**src/rtl/prog_loader.sv**
```systemverilog
// prog_loader: streams a program into instruction memory, runs the core until
// it reports done, then streams a window of data memory back out.
//
// Optional feature: define LOADER_TIMEOUT_EN to add a RUN watchdog of TO_W bits.
// Without it the timeout output is tied low and RUN waits for core_done.
//
// Ports
//   clk, reset                  clock (rising edge), async active-high reset
//   s_valid/s_data/s_last/s_ready   instruction stream in
//   im_we/im_addr/im_wdata          instruction memory write port
//   core_reset, core_done           processor control
//   dm_addr, dm_rdata               data memory read port (combinational read)
//   dump_base, dump_len             dump window, latched when the core starts
//   m_valid/m_data/m_last/m_ready   result stream out
//   restart, finished, ovf, timeout, load_cnt   status / control
module prog_loader #(
  parameter int unsigned IW   = 9,
  parameter int unsigned PC_W = 10,
  parameter int unsigned DW   = 8,
  parameter int unsigned DA_W = 8,
  parameter int unsigned TO_W = 16
) (
  input  logic            clk,
  input  logic            reset,
  input  logic            s_valid,
  input  logic [IW-1:0]   s_data,
  input  logic            s_last,
  output logic            s_ready,
  output logic            im_we,
  output logic [PC_W-1:0] im_addr,
  output logic [IW-1:0]   im_wdata,
  output logic            core_reset,
  input  logic            core_done,
  output logic [DA_W-1:0] dm_addr,
  input  logic [DW-1:0]   dm_rdata,
  input  logic [DA_W-1:0] dump_base,
  input  logic [DA_W:0]   dump_len,
  output logic            m_valid,
  output logic [DW-1:0]   m_data,
  output logic            m_last,
  input  logic            m_ready,
  input  logic            restart,
  output logic            finished,
  output logic            ovf,
  output logic            timeout,
  output logic [PC_W:0]   load_cnt
);

  localparam int unsigned LC_W = PC_W + 1;
  localparam int unsigned RM_W = DA_W + 1;

  // Reject degenerate widths at elaboration.
  if (IW == 0 || PC_W == 0 || DW == 0 || DA_W == 0 || TO_W == 0) begin : g_param_check
    $error("prog_loader: all width parameters must be nonzero");
  end

  typedef enum logic [2:0] {
    ST_LOAD,
    ST_START,
    ST_RUN,
    ST_DUMP,
    ST_DONE
  } state_t;

  state_t            state, state_nxt;
  logic [PC_W-1:0]   wptr, wptr_nxt;
  logic [LC_W-1:0]   cnt_q, cnt_nxt;
  logic [DA_W-1:0]   rptr, rptr_nxt;
  logic [RM_W-1:0]   rem, rem_nxt;
  logic              ovf_q, ovf_nxt;
  logic              accept;

`ifdef LOADER_TIMEOUT_EN
  logic [TO_W-1:0]   tcnt, tcnt_nxt;
  logic              tout_q, tout_nxt;
  assign timeout = tout_q;
`else
  assign timeout = 1'b0;
`endif

  assign load_cnt = cnt_q;
  assign ovf      = ovf_q;

  // State and datapath registers.
  always_ff @(posedge clk or posedge reset) begin
    if (reset) begin
      state <= ST_LOAD;
      wptr  <= '0;
      cnt_q <= '0;
      rptr  <= '0;
      rem   <= '0;
      ovf_q <= 1'b0;
`ifdef LOADER_TIMEOUT_EN
      tcnt   <= '0;
      tout_q <= 1'b0;
`endif
    end else begin
      state <= state_nxt;
      wptr  <= wptr_nxt;
      cnt_q <= cnt_nxt;
      rptr  <= rptr_nxt;
      rem   <= rem_nxt;
      ovf_q <= ovf_nxt;
`ifdef LOADER_TIMEOUT_EN
      tcnt   <= tcnt_nxt;
      tout_q <= tout_nxt;
`endif
    end
  end

  // Next-state and state-decoded outputs. The load-side strobes are also
  // masked by reset so nothing is written while reset is held.
  always_comb begin
    state_nxt  = state;
    wptr_nxt   = wptr;
    cnt_nxt    = cnt_q;
    rptr_nxt   = rptr;
    rem_nxt    = rem;
    ovf_nxt    = ovf_q;
`ifdef LOADER_TIMEOUT_EN
    tcnt_nxt   = tcnt;
    tout_nxt   = tout_q;
`endif
    s_ready    = 1'b0;
    im_we      = 1'b0;
    im_addr    = wptr;
    im_wdata   = s_data;
    core_reset = 1'b1;
    dm_addr    = rptr;
    m_data     = dm_rdata;
    m_valid    = 1'b0;
    m_last     = 1'b0;
    finished   = 1'b0;
    accept     = 1'b0;

    case (state)
      ST_LOAD: begin
        s_ready = ~reset;
        im_we   = s_valid & ~reset;
        accept  = s_valid & ~reset;
        if (accept) begin
          cnt_nxt = cnt_q + LC_W'(1);
          // The top address is the last slot: stop loading instead of wrapping.
          if (wptr == {PC_W{1'b1}}) begin
            ovf_nxt   = ovf_q | ~s_last;
            state_nxt = ST_START;
          end else begin
            wptr_nxt = wptr + PC_W'(1);
            if (s_last) state_nxt = ST_START;
          end
        end
      end

      ST_START: begin
        rptr_nxt  = dump_base;
        rem_nxt   = dump_len;
`ifdef LOADER_TIMEOUT_EN
        tcnt_nxt  = '0;
`endif
        state_nxt = ST_RUN;
      end

      ST_RUN: begin
        core_reset = 1'b0;
`ifdef LOADER_TIMEOUT_EN
        tcnt_nxt = tcnt + TO_W'(1);
`endif
        if (core_done) begin
          state_nxt = ST_DUMP;
`ifdef LOADER_TIMEOUT_EN
        end else if (tcnt == {TO_W{1'b1}}) begin
          tout_nxt  = 1'b1;
          state_nxt = ST_DONE;
`endif
        end
      end

      ST_DUMP: begin
        core_reset = 1'b0;
        m_valid    = (rem != '0);
        m_last     = (rem == RM_W'(1));
        if (rem == '0) begin
          state_nxt = ST_DONE;
        end else if (m_ready) begin
          rptr_nxt = rptr + DA_W'(1);
          rem_nxt  = rem - RM_W'(1);
          if (m_last) state_nxt = ST_DONE;
        end
      end

      ST_DONE: begin
        finished = 1'b1;
        if (restart) begin
          state_nxt = ST_LOAD;
          wptr_nxt  = '0;
          cnt_nxt   = '0;
          ovf_nxt   = 1'b0;
`ifdef LOADER_TIMEOUT_EN
          tout_nxt  = 1'b0;
`endif
        end
      end

      default: state_nxt = ST_LOAD;
    endcase
  end

endmodule
```
**config.mk**
```make
export PLATFORM = sky130hd
export DESIGN_NAME = prog_loader
export DESIGN_NICKNAME = d
export VERILOG_FILES = /design/src/rtl/prog_loader.sv
export SDC_FILE = /design/constraint.sdc
export NUM_CORES = 1
export LEC_CHECK = 0
export CORE_AREA = 10 10 114 116
export CTS_CLUSTER_SIZE = 12
export DETAILED_ROUTE_END_ITERATION = 6
export DIE_AREA = 0 0 124 126
export SLEW_MARGIN = 20
export SYNTH_ARGS = -nofsm -noshare
export SYNTH_HDL_FRONTEND = slang
export SYNTH_SLANG_ARGS = --single-unit
```
**constraint.sdc**
```tcl
create_clock -name clk -period 2.1 [get_ports clk]
set_input_delay 0.42 -clock clk [delete_from_list [all_inputs] [get_ports clk]]
set_output_delay 0.42 -clock clk [all_outputs]
set_load 0.03 [all_outputs]
```
# [After elaboration in Yosys (flattened, before gate mapping)]
# Cells that the tools add are included.
[word_totals] output_inout_bits=54 latchBits=0 mem_bits_rw=0 n_memories=0 mem_bits_ro=0 wordCells=73 regBits=42
[op_classes] muxes=32 magnitude_cmp=0 addsub=4 n_shift=0 div=0 mul=0 n_reduce_logical=11 n_bitwise=4 eq_ne=16
[op_table] cell="2-to-1 mux 10 bit" n=3
[op_table] cell="2-to-1 mux 3 bit" n=8
[op_table] cell="2-to-1 mux 11 bit" n=2
[op_table] cell="one-hot mux 11 bit (2 select lines)" n=1
[op_table] cell="one-hot mux 10 bit (2 select lines)" n=1
[op_table] cell="2-to-1 mux 9 bit" n=2
[op_table] cell="one-hot mux 9 bit (2 select lines)" n=1
[op_table] cell="2-to-1 mux 8 bit" n=2
[op_table] cell="one-hot mux 8 bit (2 select lines)" n=1
[op_table] cell="one-hot mux 3 bit (5 select lines)" n=1
[op_table] cell="inequality test 2 bit, second input constant" n=7
[op_table] cell="adder 11 x 1 -> 11 bit, second input constant" n=1
[op_table] cell="adder 10 x 1 -> 10 bit, second input constant" n=1
[op_table] cell="== test 10 bit, second input constant" n=1
[op_table] cell="== test 9 x 1 -> 1 bit, second input constant" n=1
[op_table] cell="logical NOT 9 bit" n=1
[op_table] cell="2-to-1 mux 1 bit" n=9
[op_table] cell="inequality test 3 bit, second input constant" n=3
[op_table] cell="nonzero test 9 bit" n=1
[op_table] cell="subtractor 9 x 1 -> 9 bit, second input constant" n=1
[op_table] cell="adder 8 x 1 -> 8 bit, second input constant" n=1
[op_table] cell="AND reduction 4 bit" n=2
[op_table] cell="== test 3 x 2 -> 1 bit, second input constant" n=2
[op_table] cell="AND reduction 3 bit" n=2
[op_table] cell="10 further kinds" n=12

# [Longest topological paths before layout]
[depth] ltp_word=5 depth_mapped=7 depth_no_buf=6

# [Least setup slack after synthesis]
# No wires, ideal clock.
[synth_path] path_type="input to register" start="input reset" end="register wptr[6] (netlist: im_addr[6])" setup_slack_ps=-369 cell_stages=5 t_required_ps=2022 n_path_buf=1 t_arrival_ps=2391 setup_time_ps=78 cell_sequence="inv_1 > nand3_1 > clkbuf_1 > or4_1 > a21oi_1"
[synth_via] elab_chain_cells=4
[synth_lines] element="from (decl)" line="24" text="input logic reset,"
[synth_lines] element="inverter 1 bit" line="140" text="accept = s_valid & ~reset;"
[synth_lines] element="bitwise AND 1 bit" line="140"
[synth_lines] element="inequality test 2 bit (no line)"
[synth_lines] element="AND reduction 4 bit (no line)"
[synth_lines] element="to (signal assigned)" line="99" text="wptr <= wptr_nxt;"
[synth_lines] element="to (decl)" line="66" text="logic [PC_W-1:0] wptr, wptr_nxt;"
# Every way passes these cells.
# A chain may end at the register's enable or synchronous reset.

# [Worst setup path after layout]
[layout_path] start="register rem[5]" end="output m_last"
[layout_via] elab_chain_cells=2
[layout_lines] element="from (decl)" line="69" text="logic [RM_W-1:0] rem, rem_nxt;"
[layout_lines] element="from (signal assigned)" line="102" text="rem <= rem_nxt;"
[layout_lines] element="== test 9 x 1 -> 1 bit" line="181" text="m_last = (rem == RM_W'(1));"
[layout_lines] element="2-to-1 mux 1 bit" line="136" text="case (state)"
[layout_lines] element="to (decl)" line="40" text="output logic m_last,"
# Every way passes these cells.

==> impl_metrics.json <==
{
  "die_area_um2": 15600,
  "areaGrowthSynthToFinish_pct": 41.3,
  "vias": 2618,
  "crit_chain": "or4_4 -> nor2_4 -> and3_4 -> buf_12",
  "yosysSeqAreaShare_pct": 39.7,
  "totalWireLength_mm": 8.42,
  "place_hpwl_mm": 6.24,
  "r2r_start": "state[2]$_DFFE_PP0P_",
  "dp.cells": 503,
  "ant_nets": 0,
  "setup_tns_ns": -0.00598,
  "fin_nets": 419,
  "fillers": 1099,
  "port_buffers": 59,
  "failed_checks": "negative setup slack",
  "grt_setup_unrepaired": "yes",
  "mostFrequentLayoutCells": "clkdlybuf4s50_1, dfrtp_1, buf_4, a21oi_1, nand2_1",
  "cts_tree": "built",
  "cp-end-kind": "output port",
  "wl_met2_mm": 4.05,
  "clock_path_buffers": 2,
  "grt_usage_pct": 10.4,
  "clk_pin_slew_ns": 0.09,
  "fmax_mhz": 475,
  "setup_ws_ns": -0.00598,
  "synth_cells": 303,
  "top_layer": "met4",
  "clk_latency_ns": 0.30,
  "gp_congestion": 0.849,
  "p_per_area_nw_per_um2": 907,
  "wl_met3_um": 682,
  "syn_nets": 350,
  "cp_slowest_cell": "or4_4",
  "cp_data_arrival_time_ns": 1.69,
  "ys_ff_latch": 42,
  "worst_pin_slew_ns": 0.555,
  "skew_ns": 0.00815,
  "postSynthAreaPerCell_um2": 8.73,
  "slew_headroom_pct": 63.0,
  "worstHoldPathType": "in -> async",
  "num_rows": 38,
  "htreeDepth": 2,
  "cts_made_buffers": 5,
  "fin_crit_sh_pct": 100,
  "drive_gt1_share_pct": 22.5,
  "start_util_pct": 24.7,
  "die-width_um": 124,
  "clock_sinks": 42,
  "synth_async_sr_flop_share_pct": 100,
  "yosysUniqueCellTypes": 50,
  "drcViolationCount": 0,
  "viasPerCell": 5.10,
  "final_common_cell": "clkdlybuf4s50_1",
  "p_leak_nw": 1.53,
  "coreArea_um2": 10700,
  "cap_violations": 0,
  "r2r_cells": 4,
  "critPathMaxFanout": 3,
  "finalSetupViolCount": 1,
  "status": "finished with violations",
  "cts_hold_buf": 0,
  "avgRoutedWirePerCell_um": 16.4,
  "hold_violations": 0,
  "ys_warn_count": 0,
  "drt_iter0_markers": 186,
  "synth_edf_count": 0,
  "period_needed_ns": 2.11,
  "antenna_found_initial": 0,
  "synth_flop_cell": "dfrtp_1",
  "fin_util_pct": 35.0,
  "m1WireLength_mm": 3.67,
  "grt_pass1_vias": 2604,
  "fin_hold_ws_ns": 0.397,
  "diodes": 0,
  "seq_area_um2": 1050,
  "synthTopCellsByArea": "dfrtp_1, buf_4, a21oi_1, o21ai_0, nor2_1",
  "firstDrtPassIters": 4,
  "final_cells": 513,
  "slowest_delay_ns": 0.57,
  "report.final.slew_viol_count": 0,
  "grt_pass1_wl_mm": 13.4,
  "grt_max_degree": 43,
  "crit_type": "reg -> out",
  "syn_area_um2": 2650,
  "ios": 95,
  "peakVddDrop_mv": 0.421,
  "dieHeight_um": 126,
  "cts-root-buf": "clkbuf_8",
  "overflow": 0,
  "synth_top_area_cell": "dfrtp_1",
  "dp_slack_ns": -0.258,
  "crit_path_start_kind": "register",
  "crit_path_start": "rem[5]$_DFFE_PP0P_",
  "cp.required_ns": 1.68,
  "synth_top_area_share_pct": 39.7,
  "multi_input_area_um2": 1490
}
==> cells in the mapped netlist (all sizes together) (2+ instances only) <==
cell	n
mux2	2
or3b	2
dfrtp	42
buf	20
nor3b	3
and3	7
mux2i	4
or4	10
or3	7
a22oi	2
nand2b	5
and4	3
nor2	22
ha	6
a21oi	26
o22ai	3
o211ai	5
a41o	3
o2111ai	2
inv	9
and2	3
nand3	12
nor3	6
o21ai	18
clkbuf	14
a31oi	4
xor2	3
a311oi	8
o31ai	7
nor4	2
nand4	8
nand2	21
==> registers in the layout, summed over array words and instances, names as in the netlist <==
| signal | cells |
|---|---|
| dm_addr | 8 |
| rem | 9 |
| load_cnt | 11 |
| im_addr | 10 |
| state | 3 |
| ovf | 1 |
==> report_power, final <==
part / internal, mW / switching [mW] / total, mW
clock: 0.234 / 0.310 / 0.544
sequential: 0.989 / 0.193 / 1.18
combinational: 0.770 / 0.895 / 1.67
total: 1.99 / 1.40 / 3.39
==> cells by family (layout without fill, tap and decap cells) <==
group	Yosys count	after routing	synth area share, %
multiplexers	6	6	2.36
AND/OR/NAND/NOR	116	116	24.0
other	1	1	0.142
buffers and inverters	43	113	8.94
XOR/XNOR	3	3	0.993
AO/OA/AOI/OAI	86	86	21.0
adder cells (fa/ha/maj)	6	6	2.84
flip-flops	42	42	39.7
==> worst paths after layout <==
path	end	slack, ns
worst min-delay path	im_addr[6]$_DFFE_PP0P_	0.40
worst min register to register	ovf$_DFFE_PP0P_	0.52
worst max register to register	im_addr[9]$_DFFE_PP0P_	0.04
max in group asynchronous	dm_addr[6]$_DFFE_PP0P_	1.32
min in group clk	ovf$_DFFE_PP0P_	0.52
worst max-delay path	m_last	-0.006
==> layer usage <==
metal,up-vias,global-route usage [%]
li1,1259,-
met1,1258,13.0
met2,97,16.7
met3,4,3.98
met4,0,2.03
met5,-,0
==> worst max-delay path, delay by kind of cell, from the launching register on <==
kind                   cells  cell delay (ns)
AND/OR/NAND/NOR            3             0.89
buffers and inverters      1             0.11
flip-flops                 1             0.39
==> area by class of cell <==
cell class | count | area share (%)
multi-input combinational | 218 | 39.9
timing repair buffer | 96 | 23.9
clock buffer | 5 | 1.84
clock inverter | 3 | 0.569
inverter | 9 | 1.00
sequential | 42 | 28.1
tap | 140 | 4.68
==> per-stage QoR <==
stage	total power, mW	area [um2]
2_1_floorplan	2.10	2670
3_3_place_gp	2.70	3520
3_5_place_dp	2.73	3520
4_1_cts	3.32	3640
5_1_grt	3.63	3740
6_report	3.39	3740
==> what timing repair did <==
item                                   4_1_cts  5_1_grt
resized for setup                            6       20
gates cloned                                 0        0
setup endpoints to repair                    5       16
setup buffers                                2        0
pin swaps                                    5        1
endpoints found under the hold margin        0        0
Note: power is estimated with default switching activity, not from simulation.
